<file path="config.mk">
export PLATFORM = sky130hd
export DESIGN_NAME = rv32_mod_bus_arbiter
export DESIGN_NICKNAME = d
export VERILOG_FILES = /design/src/rtl/rv32_pkg.sv /design/src/rtl/rv32_mod_bus_watchdog.sv /design/src/rtl/rv32_mod_bus_arbiter.sv
export SDC_FILE = /design/constraint.sdc
export NUM_CORES = 1
export LEC_CHECK = 0
export BUFFER_PORTS_ARGS = -buffer_cell sky130_fd_sc_hd__buf_2
export CAP_MARGIN = 20
export CORE_AREA = 2 2 107 109
export DETAILED_ROUTE_END_ITERATION = 10
export DIE_AREA = 0 0 109 111
export GPL_TIMING_DRIVEN = 0
export PLACE_DENSITY = 0.53
export SETUP_SLACK_MARGIN = 0.5
export SLEW_MARGIN = 10
export SYNTH_ARGS = -nofsm -noshare
export SYNTH_HDL_FRONTEND = slang
export SYNTH_HIERARCHICAL = 1
export SYNTH_SLANG_ARGS = --single-unit
</file>
<file path="constraint.sdc">
create_clock -name clk -period 2.03 [get_ports clk]
set_input_delay 0.406 -clock clk [delete_from_list [all_inputs] [get_ports clk]]
set_output_delay 0.406 -clock clk [all_outputs]
set_load 0.02 [all_outputs]
</file>
<file path="src/rtl/rv32_pkg.sv">
`default_nettype none
// ============================================================================
//  Module      : rv32_pkg
//  Description : Shared types and constants for the RV32 memory-bus arbiter.
//                Provides the arbiter state encoding, the master identifiers
//                and a few helpers used when resolving ties.
//  Revision    : 1.0  initial release
// ============================================================================
package rv32_pkg;

  // Arbiter FSM: either nobody owns the bus or one master does.
  typedef enum logic [1:0] {
    IDLE    = 2'd0,
    GRANT_I = 2'd1,
    GRANT_D = 2'd2
  } arb_state_e;

  // Bus masters sharing the external memory bus.
  typedef enum logic {
    MASTER_I = 1'b0,
    MASTER_D = 1'b1
  } arb_master_e;

  // All byte lanes enabled: used for every instruction fetch.
  localparam logic [3:0] BusBeAll = 4'hF;

  // The master that did not win last time; round-robin tie breaker.
  function automatic arb_master_e other_master(input arb_master_e m);
    return (m == MASTER_I) ? MASTER_D : MASTER_I;
  endfunction

  // Grant state that corresponds to a given master.
  function automatic arb_state_e grant_state(input arb_master_e m);
    return (m == MASTER_I) ? GRANT_I : GRANT_D;
  endfunction

endpackage : rv32_pkg
`default_nettype wire

</file>
<file path="src/rtl/rv32_mod_bus_watchdog.sv">
`default_nettype none
// ============================================================================
//  Module      : rv32_mod_bus_watchdog
//  Description : Counts the cycles a granted bus transaction has been waiting
//                for a response and flags expiry when the limit is reached.
//  Revision    : 1.0  initial release
//
//  Ports
//    clk      in   clock, all state on rising edge
//    reset_n  in   asynchronous active-low reset
//    start    in   a grant begins at the next edge: clear the counter
//    done     in   bus answered (ack or err) this cycle
//    enable   in   a transaction currently owns the bus
//    expired  out  transaction has waited TIMEOUT_CYCLES cycles, abort now
//
//  TIMEOUT_CYCLES = 0 disables the watchdog (expired is held low).
// ============================================================================
module rv32_mod_bus_watchdog #(
  parameter int unsigned TIMEOUT_CYCLES = 255
) (
  input  logic clk,
  input  logic reset_n,
  input  logic start,
  input  logic done,
  input  logic enable,
  output logic expired
);

  localparam bit          WD_ON     = (TIMEOUT_CYCLES != 0);
  // Guard the width so a disabled watchdog still elaborates a legal vector.
  localparam int unsigned CNT_W     = WD_ON ? $clog2(TIMEOUT_CYCLES + 1) : 1;
  localparam int unsigned LIMIT_INT = WD_ON ? (TIMEOUT_CYCLES - 1) : 0;
  localparam logic [CNT_W-1:0] LIMIT = CNT_W'(LIMIT_INT);

  logic [CNT_W-1:0] count_q;
  logic [CNT_W-1:0] count_d;

  // The counter reads 0 in the first granted cycle, so the abort fires in
  // the TIMEOUT_CYCLES-th cycle of the grant. A response in the same cycle
  // as the limit takes priority over the abort.
  assign expired = WD_ON && enable && !done && (count_q == LIMIT);

  always_comb begin
    count_d = count_q;
    if (start) begin
      count_d = '0;
    end else if (enable && !done && !expired) begin
      count_d = count_q + 1'b1;
    end
  end

  always_ff @(posedge clk or negedge reset_n) begin
    if (!reset_n) begin
      count_q <= '0;
    end else begin
      count_q <= count_d;
    end
  end

endmodule : rv32_mod_bus_watchdog
`default_nettype wire

</file>
<file path="src/rtl/rv32_mod_bus_arbiter.sv">
`default_nettype none
// ============================================================================
//  Module      : rv32_mod_bus_arbiter
//  Description : Shares one external req/ack/err memory bus between the
//                instruction-fetch port and the load/store port. Round-robin
//                arbitration, grant held until the bus answers, response
//                routed combinationally to the owner, watchdog abort for
//                transactions the bus never answers.
//  Revision    : 1.0  initial release
//
//  Ports
//    clk, reset_n                      clock / async active-low reset
//    instr_req, instr_addr             fetch request (level) and address
//    instr_ack, instr_err, instr_data_o  fetch response (one-cycle pulses)
//    data_req, data_we, data_be,       load/store request and attributes
//    data_addr, data_data_i
//    data_ack, data_err, data_data_o   load/store response
//    mem_req, mem_we, mem_be,          external bus request side
//    mem_addr, mem_data_o
//    mem_ack, mem_err, mem_data_i      external bus response side
// ============================================================================
module rv32_mod_bus_arbiter
  import rv32_pkg::*;
#(
  parameter int unsigned TIMEOUT_CYCLES = 255
) (
  input  logic        clk,
  input  logic        reset_n,
  // instruction fetch port
  input  logic        instr_req,
  input  logic [31:0] instr_addr,
  output logic        instr_ack,
  output logic        instr_err,
  output logic [31:0] instr_data_o,
  // load/store port
  input  logic        data_req,
  input  logic        data_we,
  input  logic [3:0]  data_be,
  input  logic [31:0] data_addr,
  input  logic [31:0] data_data_i,
  output logic        data_ack,
  output logic        data_err,
  output logic [31:0] data_data_o,
  // external memory bus
  output logic        mem_req,
  output logic        mem_we,
  output logic [3:0]  mem_be,
  output logic [31:0] mem_addr,
  output logic [31:0] mem_data_o,
  input  logic        mem_ack,
  input  logic        mem_err,
  input  logic [31:0] mem_data_i
);

  arb_state_e  state_q;
  arb_state_e  state_d;
  arb_master_e last_grant_q;
  arb_master_e last_grant_d;

  logic w_wd_start;
  logic w_wd_enable;
  logic w_wd_done;
  logic w_wd_expired;
  logic w_resp_ack;
  logic w_resp_err;
  logic w_finish;

  // --------------------------------------------------------------------------
  // Watchdog: cleared when a grant is about to be issued, counts while the
  // owner waits for the bus.
  // --------------------------------------------------------------------------
  assign w_wd_start  = (state_q == IDLE) && (instr_req || data_req);
  assign w_wd_enable = (state_q != IDLE);
  assign w_wd_done   = mem_ack || mem_err;

  rv32_mod_bus_watchdog #(
    .TIMEOUT_CYCLES (TIMEOUT_CYCLES)
  ) u_watchdog (
    .clk     (clk),
    .reset_n (reset_n),
    .start   (w_wd_start),
    .done    (w_wd_done),
    .enable  (w_wd_enable),
    .expired (w_wd_expired)
  );

  // Response decode for whichever master owns the bus. An error from the
  // bus or the watchdog always wins over a simultaneous ack.
  assign w_resp_ack = mem_ack && !mem_err;
  assign w_resp_err = mem_err || w_wd_expired;
  assign w_finish   = mem_ack || mem_err || w_wd_expired;

  // --------------------------------------------------------------------------
  // Next state and outputs. Every output defaults to 0 so that IDLE drives a
  // quiet bus and a non-owning master never sees a response; a late
  // ack/err arriving in IDLE therefore has no effect.
  // --------------------------------------------------------------------------
  always_comb begin
    state_d      = state_q;
    last_grant_d = last_grant_q;

    mem_req      = 1'b0;
    mem_we       = 1'b0;
    mem_be       = 4'h0;
    mem_addr     = 32'h0;
    mem_data_o   = 32'h0;

    instr_ack    = 1'b0;
    instr_err    = 1'b0;
    instr_data_o = 32'h0;
    data_ack     = 1'b0;
    data_err     = 1'b0;
    data_data_o  = 32'h0;

    unique case (state_q)
      IDLE: begin
        if (instr_req && data_req) begin
          state_d = grant_state(other_master(last_grant_q));
        end else if (instr_req) begin
          state_d = GRANT_I;
        end else if (data_req) begin
          state_d = GRANT_D;
        end
      end

      GRANT_I: begin
        // Fetches are always full-word reads.
        mem_req      = 1'b1;
        mem_be       = BusBeAll;
        mem_addr     = instr_addr;
        instr_ack    = w_resp_ack;
        instr_err    = w_resp_err;
        instr_data_o = w_resp_ack ? mem_data_i : 32'h0;
        if (w_finish) begin
          state_d      = IDLE;
          last_grant_d = MASTER_I;
        end
      end

      GRANT_D: begin
        mem_req     = 1'b1;
        mem_we      = data_we;
        mem_be      = data_be;
        mem_addr    = data_addr;
        mem_data_o  = data_data_i;
        data_ack    = w_resp_ack;
        data_err    = w_resp_err;
        data_data_o = w_resp_ack ? mem_data_i : 32'h0;
        if (w_finish) begin
          state_d      = IDLE;
          last_grant_d = MASTER_D;
        end
      end

      default: begin
        state_d = IDLE;
      end
    endcase
  end

  // last_grant resets to DATA so the fetch port wins the first tie.
  always_ff @(posedge clk or negedge reset_n) begin
    if (!reset_n) begin
      state_q      <= IDLE;
      last_grant_q <= MASTER_D;
    end else begin
      state_q      <= state_d;
      last_grant_q <= last_grant_d;
    end
  end

endmodule : rv32_mod_bus_arbiter
`default_nettype wire

</file>
======== Word-level counts from Yosys, hierarchy flattened ========
Index checks and enable logic that the tools add are counted.
word-level totals
  latch bits .............................. 0
  output and inout bits ................... 138
  bits in writable memories ............... 0
  bits in read-only memories .............. 0
  register bits after elaboration ......... 11
  logic and storage cells ................. 54
  input port bits ......................... 139
  memories ................................ 0
cells by class
  order comparisons ....................... 0
  add/subtract/negate cells ............... 1
  div/mod/pow operators ................... 0
  multiply operators ...................... 0
  bitwise operators ....................... 0
  reduce and logical (&&, ||, !) cells .... 20
  multiplexer cells ....................... 23
  eq/ne operators ......................... 7
  shift operators ......................... 0
operators with widths
  operator               count
  $mux W32               4
  $pmux W32 S2           1
  $mux W8                2
  $mux W2                5
  $add A8 B1 Y8 const B  1
  $eq A8 B8 Y1 const B   1
  $mux W1                8
  $pmux W4 S2            1
  $logic_and A1 B1 Y1    6
  $reduce_bool A2 Y1     3
  $logic_or A1 B1 Y1     4
  $ne A2 B2 Y1 const B   2
  $ne A4 B3 Y1 const B   1
  $pmux W2 S2            1
  $logic_not A1 Y1       3
  $reduce_and A3 Y1      1
  $eq A2 B1 Y1 const B   1
  $eq A2 B2 Y1 const B   1
  $logic_not A2 Y1       1
  $ne A2 B1 Y1 const B   1
  $pmux W1 S2            1
  $reduce_and A2 Y1      1
  $reduce_or A2 Y1       1

======== Logic depth before layout (Yosys ltp) ========
  depth in word-level cells ............... 8
  depth in mapped cells ................... 9

======== Cells and area by module ========
Netlist, hierarchy kept.
modules (own cells, without submodules)
  module                 cells an instance  instances  sequential area each (µm²)  area each (µm²)
  rv32_mod_bus_arbiter   220                1          76.3                        1446.4
  rv32_mod_bus_watchdog  54                 1          200.2                       530.5

======== Least setup slack after synthesis ========
No wires, ideal clock.
  path type ............................... reg2out
  start ................................... reg state_q[0]
  end ..................................... out data_data_o[22]
  path slack .............................. -0.060 ns
  arrival time ............................ 1.684 ns
  cell stages (with the launch flop) ...... 7
  path through ............................ dfrtp_1 inv_1 ha_1 clkbuf_1 and3b_2 clkbuf_1 and2_1
on the way
  longest elaborated chain between the ends .. 2
RTL lines
  what                      RTL line                     RTL
  start: declaration        rv32_mod_bus_arbiter.sv:55   arb_state_e state_q;
  start signal: assignment  rv32_mod_bus_arbiter.sv:167  state_q <= state_d;
  $eq A2 B2 Y1              rv32_mod_bus_arbiter.sv:115  unique case (state_q)
  $mux W32                  rv32_mod_bus_arbiter.sv:115
  end: declaration          rv32_mod_bus_arbiter.sv:43   output logic [31:0] data_data_o,
No other way between the ends.

======== Final worst setup path ========
  start ................................... reg state_q[1]
  end ..................................... out mem_addr[5]
on the way
  longest elaborated chain between the ends .. 2
  elaborated cells between the ends (all ways) .. 3
  classes of those cells .................. eq/ne (2); mux (1)
RTL lines
  what                                          RTL line                     RTL
  $eq A2 B2 Y1 or $eq A2 B1 Y1 (tied branches)  rv32_mod_bus_arbiter.sv:115
  $pmux W32 S2 (*)                              rv32_mod_bus_arbiter.sv:115
  end: declaration                              rv32_mod_bus_arbiter.sv:48   output logic [31:0] mem_addr,
Every way passes the cells marked *; elsewhere a longest branch is shown, timed or not.

==> results.md <==
- Share of synthesized cell area in full adder, half adder and majority cells: 0.03797
- Maximum buffer depth of the clock tree: 2
- Via count of the first global-routing pass: 3188
- Crit-path slowest cell: sky130_fd_sc_hd__dfrtp_2
- Data arrival time of the critical path: 1.74 ns
- Critical R2R Launch: state_q[0]
- Fmax: 465.9 MHz
- Proportion of synthesized area in mux cells: 0.03228
- Die Outline Area: 12100 um^2
- Area of the core: 11080 um^2
- Slew at the pin closest to its max-slew limit: 0.2856 ns
- Number of endpoints with negative hold slack in the final report: 0
- Start-to-end type of the worst setup path: flip-flop to output pin
- Violations in the final reports: setup timing
- Area fraction of the dominant cell type after synthesis: 0.3070
- Clock buffers created by TritonCTS: 3
- Synthesized instance count: 274
- Die Height: 111 um
- Fraction of synthesis flops using an asynchronous set or reset pin: 1.000
- Classification of the worst-slack hold path: primary input to async pin
- Total leakage power: 2.829 nW
- Final period util: 1.057
- MaxCap Viol Count: 0
- Final routed wire length divided by cell count: 16.06 um
- Cell at the root of the clock tree: sky130_fd_sc_hd__clkbuf_16
- Syn-to-layout area delta: 191.1%
- Shortest clock period the worst path allows after layout: 2.146 ns
- Fin util: 0.5195
- Horiz. Die Dim: 109 um
- Max-slew violation count: 0
- All-layer global routing usage: 0.1677
- Setup ws final: -0.1165 ns
- Leading cell types by total area after synthesis: sky130_fd_sc_hd__and2_1 (31%), sky130_fd_sc_hd__dfrtp_1 (13%), sky130_fd_sc_hd__nor2b_1 (12%)
- Sum of buffers and inverters on the critical path: 4
- Yosys warning count: 6
- Final non-filler cell total: 733
- Combinational family with the most area after synthesis: simple AND/OR/NAND/NOR gates
- Netlist Area Pre-Place: 1977 um^2
- Total power per unit cell area: 1189 nW/um^2
- CTS HTree Levels: 1
- Most used flip-flop cell after synthesis: sky130_fd_sc_hd__dfrtp_1
- Remaining global-route overflow: 0
- Setup repair after global routing missed its margin: true
- Weighted congestion at the end of routability-driven global placement: 0.8333
- Mapped Nets: 419
- Cell Chain, Critical Path: ha_4 -> clkbuf_16 -> buf_8 -> clkbuf_16 -> a22oi_2 -> nor2b_4 -> buf_4
- Sequential-to-total area share from yosys stat: 0.1399
- Average instance area after synthesis: 7.215 um^2
- Pin count of the biggest net entering global routing: 12
- Max-slew headroom: 0.8081
- Worst-path clk slew: 0.04 ns
- Clock sink total: 11
- Antenna violations before repair: 2
- Number of nets at the end of the flow: 734
- Yosys cell types: 36
- Critical Path Sink Type: output pin
- Cell types with the highest counts after synthesis: sky130_fd_sc_hd__and2_1 (97), sky130_fd_sc_hd__nor2b_1 (39), sky130_fd_sc_hd__a22oi_1 (32), sky130_fd_sc_hd__clkbuf_1 (21)
- Required time of the worst setup path: 1.62 ns
- Floorplan row count: 39
- Final HPWL from detailed placement: 8.593 mm
- Top delay family on crit path: buffers and inverters
- Later-pin clock latency in the skew report: 0.24 ns
- Synth Area in Compound Gates: 0.1968
- Simple-gate share of the synthesized area: 0.5316
- Biggest fanout along the worst timing path: 8
- Placed Cells incl. Taps: 693
- Leading area contributor after synthesis: sky130_fd_sc_hd__and2_1
- Status: finished with violations
- First-pass detailed-route iteration total: 4
- Worst VDD drop: 0.8831 mV
- Remaining routing DRC violations: 0
- First-pass GRT wire length: 16.31 mm
- Number of top-level design ports: 277
- Post-synth EDFFs: 0
- Final setup TNS: -7.181 ns
- Startpoint of the worst setup timing path: state_q[1]
- Final hold slack: 0.04286 ns
- Clock tree from TritonCTS: yes
- Input/output buffers: 276
- Final clock skew: 0.003805 ns
- Startpoint type of the worst setup path: flip-flop
- Starting density of the core: 0.1785
- Post-synthesis share of cell area spent on xor and xnor gates: 0
- Total wire length: 11.77 mm
- Routed via count: 3218
- Vias/cell: 4.390
- DP Worst Slack: -0.1111 ns
- Most used cell, CP: sky130_fd_sc_hd__clkbuf_16
- Slowest Stage Delay on Critical Path: 0.45 ns
- #FFs+latches synth: 11
- Most frequent cell after synthesis: sky130_fd_sc_hd__and2_1
- DRT antenna net count: 0
- Fraction of final layout cells sized beyond drive strength 1: 0.9031
- Final setup violation count: 111
- Number of design-rule violations left by the first detailed-router iteration: 121
## per-stage QoR
| step | instance area [um^2] | power [mW] |
|---|---|---|
| 2_1_floorplan | 2878 | 3.881 |
| 3_3_place_gp | 4438 | 4.938 |
| 3_5_place_dp | 4438 | 4.953 |
| 4_1_cts | 5226 | 6.276 |
| 5_1_grt | 5754 | 7.211 |
| 6_report | 5754 | 6.842 |
## area by class of cell
class | instances | area, um^2
well taps | 143 | 178.9
repair buffers | 310 | 2341
flip-flops and latches | 11 | 279.0
plain buffers | 24 | 416.7
inverters | 5 | 26.28
fillers | 993 | 5323
multi-input cells | 234 | 2429
clock buffers | 4 | 78.83
diodes | 2 | 5.005
## power breakdown
group	switching (mW)	internal, mW
Clock	0.100	0.264
Sequential	0.0460	0.273
Combinational	2.72	3.44
## what timing repair did
action                                  in CTS  in global routing
resized for setup                          145                137
endpoints found under the setup margin     146                148
cloned                                       5                  4
pin swaps                                   10                 18
setup buffers                               17                  8
hold buffers                                 0                  0
## per-layer routing
metal,GRT usage,share of wire
met5,0,0
met4,0.02821,0.0055
met3,0.01764,0.065
met2,0.3188,0.55
met1,0.2002,0.38
## worst reg2reg max path: stages (launching register included)
cell and delay (ns):
sky130_fd_sc_hd__dfrtp_2 0.37, sky130_fd_sc_hd__inv_2 0.06, sky130_fd_sc_hd__buf_4 0.15, sky130_fd_sc_hd__ha_4 0.28
sky130_fd_sc_hd__buf_12 0.14, sky130_fd_sc_hd__buf_6 0.10, sky130_fd_sc_hd__or4b_4 0.49, sky130_fd_sc_hd__and3_4 0.17
sky130_fd_sc_hd__a211oi_2 0.14
## cell usage in the layout, fill, tap and decap left out, types with 3 or more instances in the layout
master / instances
sky130_fd_sc_hd__clkbuf_8: 6
sky130_fd_sc_hd__clkbuf_16: 12
sky130_fd_sc_hd__dfrtp_1: 8
sky130_fd_sc_hd__buf_8: 12
sky130_fd_sc_hd__a211oi_2: 3
sky130_fd_sc_hd__a22oi_2: 32
sky130_fd_sc_hd__and2_4: 84
sky130_fd_sc_hd__buf_6: 84
sky130_fd_sc_hd__ha_4: 4
sky130_fd_sc_hd__mux2_4: 5
sky130_fd_sc_hd__nor2b_4: 36
sky130_fd_sc_hd__buf_2: 145
sky130_fd_sc_hd__a21oi_4: 4
sky130_fd_sc_hd__nor2b_1: 3
sky130_fd_sc_hd__buf_4: 75
sky130_fd_sc_hd__nor2_1: 8
sky130_fd_sc_hd__and2_1: 13
## sequential cells by signal (all words and copies together) (netlist names)
name,count
last_grant_q,1
state_q,2
u_watchdog/count_q,8
## worst paths after layout
kind / end / slack, ns / cells after the start
setup / recovery: mem_addr[5] / -0.12 / 7
hold / removal: u_watchdog/count_q[0] / 0.04 / 1
setup reg to reg: state_q[0] / 0.04 / 8
hold reg to reg: last_grant_q / 0.57 / 1
max in group asynchronous: last_grant_q / 1.71 / 1
min in group clk: state_q[0] / 0.51 / 3
## cells by family after synthesis
family	after synthesis
AND/OR/NAND/NOR	169
AO/OA/AOI/OAI	54
buffers and inverters	29
flip-flops	11
adder cells (fa/ha/maj)	6
multiplexers	5
Note: power is estimated with default switching activity, not from simulation.
